[config.mk]
export PLATFORM = sky130hd
export DESIGN_NAME = note_result_stabilizer
export DESIGN_NICKNAME = d
export VERILOG_FILES = /design/src/rtl/note_result_stabilizer.sv
export SDC_FILE = /design/constraint.sdc
export NUM_CORES = 1
export LEC_CHECK = 0
export CAP_MARGIN = 20
export CORE_MARGIN = 2
export CORE_UTILIZATION = 54
export DETAILED_ROUTE_END_ITERATION = 8
export PLACE_DENSITY = 0.79
export SLEW_MARGIN = 10
export SYNTH_ARGS = -nofsm -noshare
export SYNTH_HDL_FRONTEND = slang
export SYNTH_SLANG_ARGS = --single-unit
export TNS_END_PERCENT = 100
[constraint.sdc]
create_clock -name clk -period 2.5 [get_ports clk]
set_input_delay 0.25 -clock clk [delete_from_list [all_inputs] [get_ports clk]]
set_output_delay 0.25 -clock clk [all_outputs]
set_load 0.02 [all_outputs]
[src/rtl/note_result_stabilizer.sv]
`default_nettype none
// ============================================================================
// Module   : note_result_stabilizer
// Purpose  : Debounces the per-frame note recogniser result. A note is
//            declared only after STABLE_CNT consecutive identical strobed
//            results, and is dropped on sustained silence or when the strobe
//            stops for TIMEOUT_CYC clocks. The stable note is decoded into
//            octave/semitone, and every accepted non-silent note is pushed
//            into a circular history for on-screen readout.
// Ports    : clk                       system clock
//            reset_p                   asynchronous active-high reset
//            d2_recognize_result       raw note index (0 = none)
//            d2_recognize_result_step  one-cycle strobe qualifying the result
//            hist_clr                  synchronous clear of history ptr/count
//            note / note_vld           stable note and its nonzero flag
//            note_chg                  one-cycle pulse on every note change
//            note_oct / note_semi      (note-1)/12 and (note-1)%12, 0 if none
//            rd_addr / rd_data         history read (0 = newest), 1 clk latency
//            hist_cnt                  valid history entries, saturating
// Revision : 1.0 - initial release
// ============================================================================
module note_result_stabilizer #(
  parameter int NOTE_W      = 6,
  parameter int N_NOTES     = 36,
  parameter int STABLE_CNT  = 4,
  parameter int TIMEOUT_CYC = 100000,
  parameter int HIST_DEPTH  = 16,
  localparam int OCT_W      = $clog2(N_NOTES / 12 + 1),
  localparam int HA_W       = $clog2(HIST_DEPTH)
) (
  input  logic              clk,
  input  logic              reset_p,
  input  logic [NOTE_W-1:0] d2_recognize_result,
  input  logic              d2_recognize_result_step,
  input  logic              hist_clr,
  output logic [NOTE_W-1:0] note,
  output logic              note_vld,
  output logic              note_chg,
  output logic [OCT_W-1:0]  note_oct,
  output logic [3:0]        note_semi,
  input  logic [HA_W-1:0]   rd_addr,
  output logic [NOTE_W-1:0] rd_data,
  output logic [HA_W:0]     hist_cnt
);

  localparam int HC_W   = HA_W + 1;
  localparam int IDLE_W = (TIMEOUT_CYC > 0) ? $clog2(TIMEOUT_CYC + 1) : 1;

  localparam logic [NOTE_W-1:0] C_MAX_NOTE  = NOTE_W'(N_NOTES);
  localparam logic [7:0]        C_STABLE    = 8'(STABLE_CNT);
  localparam logic [HC_W-1:0]   C_DEPTH     = HC_W'(HIST_DEPTH);
  localparam logic [IDLE_W-1:0] C_IDLE_TERM = IDLE_W'(TIMEOUT_CYC);
  localparam logic [IDLE_W-1:0] C_IDLE_LAST =
      IDLE_W'((TIMEOUT_CYC > 0) ? (TIMEOUT_CYC - 1) : 0);

  typedef enum logic [1:0] {
    ST_IDLE   = 2'd0,
    ST_TRACK  = 2'd1,
    ST_LOCKED = 2'd2
  } state_t;

  state_t              state_q, state_d;
  logic [NOTE_W-1:0]   cand_q, cand_d;
  logic [7:0]          run_q, run_d;
  logic [IDLE_W-1:0]   idle_q, idle_d;
  logic [NOTE_W-1:0]   note_q, note_d;
  logic [OCT_W-1:0]    oct_q, oct_d;
  logic [3:0]          semi_q, semi_d;
  logic                chg_q, chg_d;
  logic [HA_W-1:0]     wr_ptr_q, wr_ptr_d;
  logic [HC_W-1:0]     cnt_q, cnt_d;
  logic [NOTE_W-1:0]   rd_data_q, rd_data_d;
  logic [NOTE_W-1:0]   mem_q [HIST_DEPTH];

  logic [NOTE_W-1:0]   r_san;
  logic                accept;
  logic                tmo_fire;
  logic                wr_en;
  logic [HA_W-1:0]     wr_idx;
  logic [HA_W-1:0]     rd_idx;

  function automatic logic [OCT_W-1:0] f_oct(input logic [NOTE_W-1:0] n);
    logic [NOTE_W-1:0] idx;
    idx = n - NOTE_W'(1);
    return OCT_W'(idx / NOTE_W'(12));
  endfunction

  function automatic logic [3:0] f_semi(input logic [NOTE_W-1:0] n);
    logic [NOTE_W-1:0] idx;
    idx = n - NOTE_W'(1);
    return 4'(idx % NOTE_W'(12));
  endfunction

  // Out-of-range indices are treated as silence so they can still drop a note.
  assign r_san = (d2_recognize_result == '0 || d2_recognize_result > C_MAX_NOTE)
                 ? '0 : d2_recognize_result;

  // Candidate tracking, acceptance and timeout.
  always_comb begin
    cand_d   = cand_q;
    run_d    = run_q;
    idle_d   = idle_q;
    note_d   = note_q;
    oct_d    = oct_q;
    semi_d   = semi_q;
    chg_d    = 1'b0;
    accept   = 1'b0;
    tmo_fire = 1'b0;
    if (d2_recognize_result_step) begin
      // A step always wins over a timeout landing in the same cycle.
      idle_d = '0;
      if (r_san == cand_q) begin
        run_d = (run_q >= C_STABLE) ? C_STABLE : run_q + 8'd1;
      end else begin
        cand_d = r_san;
        run_d  = 8'd1;
      end
      if (run_d == C_STABLE && cand_d != note_q) begin
        accept = 1'b1;
        note_d = cand_d;
        chg_d  = 1'b1;
        oct_d  = (cand_d == '0) ? '0 : f_oct(cand_d);
        semi_d = (cand_d == '0) ? '0 : f_semi(cand_d);
      end
    end else if (TIMEOUT_CYC > 0) begin
      // Counter parks at the terminal value so the drop fires only once.
      if (idle_q != C_IDLE_TERM) begin
        idle_d = idle_q + IDLE_W'(1);
      end
      if (idle_q == C_IDLE_LAST) begin
        tmo_fire = 1'b1;
        note_d   = '0;
        oct_d    = '0;
        semi_d   = '0;
        cand_d   = '0;
        run_d    = 8'd0;
        chg_d    = (note_q != '0);
      end
    end
  end

  // Mode tracking: IDLE (no note), TRACK (note held, new candidate), LOCKED.
  always_comb begin
    state_d = state_q;
    if (tmo_fire || (accept && cand_d == '0)) begin
      state_d = ST_IDLE;
    end else begin
      case (state_q)
        ST_IDLE: begin
          if (accept) state_d = ST_LOCKED;
        end
        ST_LOCKED: begin
          if (d2_recognize_result_step && r_san != note_q) state_d = ST_TRACK;
        end
        ST_TRACK: begin
          if (accept || (d2_recognize_result_step && cand_d == note_q))
            state_d = ST_LOCKED;
        end
        default: state_d = ST_IDLE;
      endcase
    end
  end

  // History pointer/count. A clear in the same cycle as a write makes the
  // write land at entry 0.
  assign wr_en  = accept && (cand_d != '0);
  assign wr_idx = hist_clr ? '0 : wr_ptr_q;

  always_comb begin
    wr_ptr_d = hist_clr ? '0 : wr_ptr_q;
    cnt_d    = hist_clr ? '0 : cnt_q;
    if (wr_en) begin
      wr_ptr_d = wr_idx + HA_W'(1);
      if (cnt_d != C_DEPTH) cnt_d = cnt_d + HC_W'(1);
    end
  end

  // Newest entry sits just below wr_ptr; the index wraps naturally.
  assign rd_idx    = wr_ptr_q - HA_W'(1) - rd_addr;
  assign rd_data_d = ({1'b0, rd_addr} < cnt_q) ? mem_q[rd_idx] : '0;

  // History storage is never reset; hist_cnt masks stale entries.
  always_ff @(posedge clk) begin
    if (wr_en) mem_q[wr_idx] <= cand_d;
  end

  always_ff @(posedge clk or posedge reset_p) begin
    if (reset_p) begin
      state_q   <= ST_IDLE;
      cand_q    <= '0;
      run_q     <= 8'd0;
      idle_q    <= '0;
      note_q    <= '0;
      oct_q     <= '0;
      semi_q    <= '0;
      chg_q     <= 1'b0;
      wr_ptr_q  <= '0;
      cnt_q     <= '0;
      rd_data_q <= '0;
    end else begin
      state_q   <= state_d;
      cand_q    <= cand_d;
      run_q     <= run_d;
      idle_q    <= idle_d;
      note_q    <= note_d;
      oct_q     <= oct_d;
      semi_q    <= semi_d;
      chg_q     <= chg_d;
      wr_ptr_q  <= wr_ptr_d;
      cnt_q     <= cnt_d;
      rd_data_q <= rd_data_d;
    end
  end

  assign note      = note_q;
  assign note_vld  = (note_q != '0);
  assign note_chg  = chg_q;
  assign note_oct  = oct_q;
  assign note_semi = semi_q;
  assign rd_data   = rd_data_q;
  assign hist_cnt  = cnt_q;

endmodule
`default_nettype wire
**After elaboration in Yosys (flattened, before gate mapping)**

Memory sizes are Yosys's and may differ from the RTL's.
Index checks and enable logic that the tools add are counted.

- Add/subtract/negate cells: 7
- Divide/modulo/power cells: 2
- Order comparisons: 3
- Equality and inequality tests: 7
- Multiplexer cells: 35
- Reductions and logical operators: 10

Operators by type and width:

| kind | count |
|---|---|
| two-way mux 6 bit | 9 |
| two-way mux 8 bit | 5 |
| two-way mux 17 bit | 2 |
| two-way mux 4 bit | 6 |
| adder 17 x 1 -> 17 bit, second input constant | 1 |
| == test 17 bit, second input constant | 1 |
| != test 17 bit, second input constant | 1 |
| two-way mux 5 bit | 3 |
| logical NOT 6 bit | 2 |
| nonzero test 6 bit | 2 |
| adder 8 x 1 -> 8 bit, second input constant | 1 |
| == test 8 x 3 -> 1 bit, second input constant | 1 |
| >= comparator 8 x 3 -> 1 bit, second input constant | 1 |
| two-way mux 2 bit | 4 |
| divider 6 x 4 -> 6 bit, second input constant | 1 |
| == test 6 bit | 1 |
| > comparator 6 bit, second input constant | 1 |
| modulo 6 x 4 -> 6 bit, second input constant | 1 |
| two-way mux 1 bit | 6 |
| != test 6 bit | 1 |
| subtractor 6 x 1 -> 6 bit, second input constant | 1 |
| adder 5 x 1 -> 5 bit, second input constant | 1 |
| < comparator 4 x 5 -> 1 bit | 1 |
| != test 5 bit, second input constant | 1 |
| 8 further kinds | 10 |

- Bits in registers: 59
- Bits in writable memories: 96
- Word-level logic and storage cells: 75
- Memories kept: 1

Memories:

| memory | depth | bits a word | rd ports | clocked after memory_dff | write ports | RTL line | source |
|---|---|---|---|---|---|---|---|
| mem_q | 16 | 6 | 1 | 0 | 1 | 73 | `logic [NOTE_W-1:0] mem_q [HIST_DEPTH];` |

**Longest topological paths before layout**

- Depth after elaboration: 13
- Mapped depth: 12
- Mapped depth without buffers: 10

**Worst setup path before layout**

Ideal clock, no wire load.

- Kind: input port to flip-flop
- From: input d2_recognize_result[3]
- To: memory mem_q[1][0], enable pin
- Library setup time: 320 ps
- Arrival: 2284 ps
- Setup slack: -104 ps
- Stages: 9
- Buffers on the path: 2
- Path through: buf_4 > o31ai_1 > nand2_1 > xnor2_1 > a2111oi_4 > nand4_1 > nor2_1 > buf_2 > and3_1

- Cells in the longest elaborated chain, start to end: 13
- Elaborated cells between the ends (all ways): 19
- Those cells by class: order compare (1); eq/ne (3); mux (10); reduce/logical (5)

RTL lines:

| element | RTL line | source |
|---|---|---|
| from (decl) | 33 | `input logic [NOTE_W-1:0] d2_recognize_result,` |
| > comparator 6 bit or logical NOT 6 bit (tied branches) | 95 | `assign r_san = (d2_recognize_result == '0 \|\| d2_recognize_result > C_MAX_NOTE)` |
| logical OR 1 bit | 95 |  |
| two-way mux 6 bit * | 96 | `? '0 : d2_recognize_result;` |
| == test 6 bit | 112 | `if (r_san == cand_q) begin` |
| two-way mux 8 bit or two-way mux 6 bit (tied branches) | 112 |  |
| two-way mux 8 bit or two-way mux 6 bit (tied branches) | 109 | `if (d2_recognize_result_step) begin` |
| == test 8 x 3 -> 1 bit or != test 6 bit (tied branches) | 118 | `if (run_d == C_STABLE && cand_d != note_q) begin` |
| logical AND 1 bit | 118 |  |
| two-way mux 1 bit | 118 |  |
| two-way mux 1 bit | 109 |  |
| logical AND 1 bit * | 166 | `assign wr_en = accept && (cand_d != '0);` |
| two-way mux 1 bit * | 184 | `if (wr_en) mem_q[wr_idx] <= cand_d;` |
| two-way mux 1 bit (not written as such) * | 184 |  |
| to (decl) | 73 |  |

Mark *: on every way between the ends. The rest lies on a longest branch, timed or not. The select of a mux whose other input is x is not followed.

**Worst setup path in the final report**

- From: register idle_q[14]
- To: memory mem_q[1][0], enable pin

- Cells in the longest elaborated chain, start to end: 7

RTL lines:

| element | RTL line | source |
|---|---|---|
| from (decl) | 65 | `logic [IDLE_W-1:0] idle_q, idle_d;` |
| from (signal assigned) | 204 | `idle_q <= idle_d;` |
| == test 17 bit | 130 | `if (idle_q == C_IDLE_LAST) begin` |
| two-way mux 6 bit | 130 |  |
| two-way mux 6 bit | 109 |  |
| nonzero test 6 bit | 166 |  |
| logical AND 1 bit | 166 |  |
| two-way mux 1 bit | 184 |  |
| two-way mux 1 bit (not written as such) | 184 |  |

Every way passes these cells.

==> metrics list <==
* Gpl congestion: 1.007
- After floorplanning, the core was divided into 42 placement rows.
- After layout, the minimum clock period comes to 2492 ps.
- Compared with the post-synthesis result, the final layout area differs by 27.08%.
- The clock net in this run drives a total of 155 sinks.
- WL per Instance: 22.13 microns
* Via count of the first global-routing pass: 5,466
- Routed vias/inst: 6.128
- The floorplan step defined a die boundary enclosing 14,360 sq um.
- Setup Skew: 12.84 ps
- Along the worst path, the maximum fanout reaches 11.
* Post-synthesis instance area: 7244 sq um
- The critical path is of the reg -> reg type.
* Largest family of logic cells by synthesized area: simple AND/OR/NAND/NOR gates
- During synthesis, Yosys emitted a total of 0 warnings.
- For flop-to-flop paths, the worst setup slack is 8 ps.
- Share of synthesized cell area in and, or, nand and nor gates: 0.1295
- Clock tree synthesis selected as its root buffer the cell sky130_fd_sc_hd__clkbuf_16.
- By area the synthesized netlist is led by sky130_fd_sc_hd__edfxtp_1, sky130_fd_sc_hd__dfrtp_1, sky130_fd_sc_hd__mux4_2.
- In the final design database the tool counted 700 nets.
- Pin count of the biggest net entering global routing: 38
- Chip Width: 119.8 microns
- Launching element type of the critical path: flip-flop
* Register area share after synthesis: 0.6017
* Remaining DRCs: 0
* Layout cell share with drive strength beyond 1: 0.2496
- Clock tree synthesis inserted a total of 17 buffers.
- The area fraction in compound gates after synthesis was 0.09050.
- Pin slew with the least headroom to its limit: 758.4 ps
- Required time of the critical path: 2680 ps
* Cell count after synthesis: 557
- Cell with the most instances after synthesis: sky130_fd_sc_hd__edfxtp_1
- The number of antenna violations at the first check in global routing came to 0.
- The tightest min-delay check is of the in -> async type.
* Number of detailed-routing iterations run before antenna repair: 5
- Inserted Diodes: 0
* Floorplan Core Area: 13,190 sq um
- Number of synthesized flops with an enable pin: 96
- Vias after detailed routing: 5,252
* Mean Syn Cell Area: 13.01 sq um
- Hold buffer count at cts: 0
- Final total power: 5.726 mW
- Counting cells, the worst reg-to-reg path comes to 9.
- Dominant cell type by area after synthesis: sky130_fd_sc_hd__edfxtp_1
- F_max: 401.3 MHz
- TritonCTS built the clock tree.
* Detailed Route WL: 18,960 microns
- Number of distinct library cells after synthesis: 57
- In this run the static leakage power is 3.558 nW.
- Of the post-synthesis cell area, the dominant cell type holds 0.3979.
- Clock-pin slew was measured on the worst setup and hold paths at 60 ps.
- At the placement stage, the worst setup path has a slack of -715.9 ps.
* Fin worst setup slack: 7.993 ps
- Overall overflow remaining after global route: 0
* Mux contribution to synthesized area: 0.09033
* Global-route wire length before repair: 29,770 microns
- I/O Buffers: 38
- Top flip-flop cell by instance count after synthesis: sky130_fd_sc_hd__edfxtp_1
- 39 I/O pins were placed.
* Post-synth net total: 589
- Critical path capture point type: flip-flop
- The initial utilization of the core area, before any placement, comes to 0.5492.
- Data arrives at the worst endpoint at 2670 ps.
- Synthesis inferred 155 register bits.
- The number of endpoints with negative hold slack in the final report was 0.
- The count of nets left with antenna violations once routing finished came out at 0.
- Unrepaired setup endpoints after global routing: true
* Xor-xnor portion of the synthesized cell area: 0.02902
* IR Drop Worst-Case VDD: 0.5311 mV
* Detailed-placement wirelength estimate: 12,700 microns
- In this run the deepest clock path goes through 2 buffers.
- In the global route stage, overall resource usage came out at 0.2789.
- Starting DRT DRC Count: 525
- Final Cycle Share: 0.9968
- Max-slew headroom at the worst pin: 0.4908
- The flow ran to the end, and the final reports show no timing, DRC or antenna violations.
- The clock reaches the later pin of the worst-skew pair after 430 ps.
- Adder-Cell Fraction of Synth Area: 0.03212
* Setup violation total in the final timing report: 0
- Final-report max-slew violation count: 0
* Power density normalized to cell area: 621.9 nW/um^2
- Number of violations of the max-capacitance limit: 0
- Counting flops with an async set or reset pin after synthesis yields a share of 0.3806.
* Vert. Die Dim: 119.8 microns
* H-Tree Depth: 4
* Most frequent cells after synthesis: sky130_fd_sc_hd__edfxtp_1, sky130_fd_sc_hd__dfrtp_1, sky130_fd_sc_hd__nor2_1
cell usage in the layout (no fill, tap or decap), types with 3 or more instances in the layout:
cell and instances:
sky130_fd_sc_hd__mux4_2 24, sky130_fd_sc_hd__nand3_1 21, sky130_fd_sc_hd__o2111ai_1 3, sky130_fd_sc_hd__nor2_1 42
sky130_fd_sc_hd__nor3_1 9, sky130_fd_sc_hd__or3_1 4, sky130_fd_sc_hd__a22o_1 4, sky130_fd_sc_hd__nor3b_1 4
sky130_fd_sc_hd__inv_6 3, sky130_fd_sc_hd__and3_1 5, sky130_fd_sc_hd__dlygate4sd2_1 4, sky130_fd_sc_hd__and3_4 12
sky130_fd_sc_hd__clkbuf_16 17, sky130_fd_sc_hd__a21oi_1 16, sky130_fd_sc_hd__xor2_1 10, sky130_fd_sc_hd__nor2b_1 10
sky130_fd_sc_hd__a211oi_1 12, sky130_fd_sc_hd__and2_4 4, sky130_fd_sc_hd__xnor2_1 13, sky130_fd_sc_hd__buf_4 66
sky130_fd_sc_hd__clkinvlp_4 5, sky130_fd_sc_hd__clkdlybuf4s50_1 32, sky130_fd_sc_hd__clkinv_4 3, sky130_fd_sc_hd__o21ai_0 19
sky130_fd_sc_hd__nand2b_1 9, sky130_fd_sc_hd__buf_12 13, sky130_fd_sc_hd__edfxtp_1 96, sky130_fd_sc_hd__nand2_1 28
sky130_fd_sc_hd__a32o_1 4, sky130_fd_sc_hd__mux2i_1 8, sky130_fd_sc_hd__nand4_1 6, sky130_fd_sc_hd__and2_1 8
sky130_fd_sc_hd__inv_1 21, sky130_fd_sc_hd__o21ai_1 11, sky130_fd_sc_hd__mux2_1 3, sky130_fd_sc_hd__ha_1 17
sky130_fd_sc_hd__dfrtp_1 57, sky130_fd_sc_hd__a31oi_1 3, sky130_fd_sc_hd__o31ai_1 4
area by class of cell:
cell class | instances | area [sq um]
Sequential cell | 155 | 4362
Fill cell | 876 | 3984
Multi-Input combinational cell | 353 | 2838
Timing Repair Buffer | 119 | 1159
Clock buffer | 19 | 432.9
Tap cell | 176 | 220.2
Clock inverter | 13 | 112.6
Inverter | 22 | 82.58
worst max-delay path: stages, from the launching register on:
cell and delay [ps]:
sky130_fd_sc_hd__dfrtp_1 390, sky130_fd_sc_hd__nor4b_2 350, sky130_fd_sc_hd__nand4_1 220, sky130_fd_sc_hd__nor4_4 300, sky130_fd_sc_hd__buf_4 170, sky130_fd_sc_hd__nor2_1 60
sky130_fd_sc_hd__a32oi_2 290, sky130_fd_sc_hd__nor2_2 110, sky130_fd_sc_hd__buf_12 160, sky130_fd_sc_hd__and3_4 200
cell families (layout without fill, tap and decap cells):
| group | count (synthesis) | in the layout |
|---|---|---|
| AO/OA/AOI/OAI | 96 | 96 |
| flip-flops | 155 | 155 |
| adder cells (fa/ha/maj) | 18 | 18 |
| AND/OR/NAND/NOR | 180 | 180 |
| multiplexers | 35 | 35 |
| XOR/XNOR | 24 | 24 |
| buffers and inverters | 49 | 173 |
metrics by stage:
step,cell area [sq um],util,TNS [ps],cells,hold slack (ps)
floorplan,7261,-,0,557,439.4
global placement,8457,0.6412,-55590,817,453.8
detailed placement,8457,0.6412,-70270,817,464.2
CTS,9077,0.6882,0,853,181.3
global route,9206,0.6980,-4993,857,239.3
finish,9206,0.6980,0,857,184.8
final timing paths:
| path | from | endpoint |
|---|---|---|
| min reg2reg | run_q[2] | run_q[2] |
| min in group clk | d2_recognize_result[0] | note[5] |
| max reg2reg | idle_q[14] | mem_q[1][0] |
| max in group asynchronous | reset_p | cand_q[3] |
| max | idle_q[14] | mem_q[1][0] |
| min | reset_p | hist_cnt[1] |
where the power goes:
part / internal, mW / total, mW / switching, mW / leakage, nW
clock: 1.29 / 2.37 / 1.07 / 0.251
combinational: 0.268 / 0.575 / 0.307 / 1.63
sequential: 2.76 / 2.78 / 0.0238 / 1.68
total: 4.32 / 5.73 / 1.40 / 3.56
metal layers:
| metal | share of wire | wire (microns) | vias to the layer above | global-route usage |
|---|---|---|---|---|
| li1 | - | - | 2316 | - |
| met1 | 0.38 | 7205 | 2604 | 0.3594 |
| met2 | 0.51 | 9736 | 281 | 0.4611 |
| met3 | 0.077 | 1465 | 51 | 0.05941 |
| met4 | 0.029 | 558 | 0 | 0.1199 |
| met5 | 0 | 0 | - | 0 |
sequential cells by signal, indices dropped and copies added (netlist names):
register / flops
wr_ptr_q: 4
note: 6
rd_data: 6
note_semi: 4
cand_q: 6
note_chg: 1
hist_cnt: 5
idle_q: 17
run_q: 8
mem_q: 96
note_oct: 2
timing repair:
action,CTS,global route
pin swaps,7,11
setup buffers,4,5
resized for setup,16,33
endpoints found under the setup margin,116,101
Note: power is estimated with default switching activity, not from simulation.
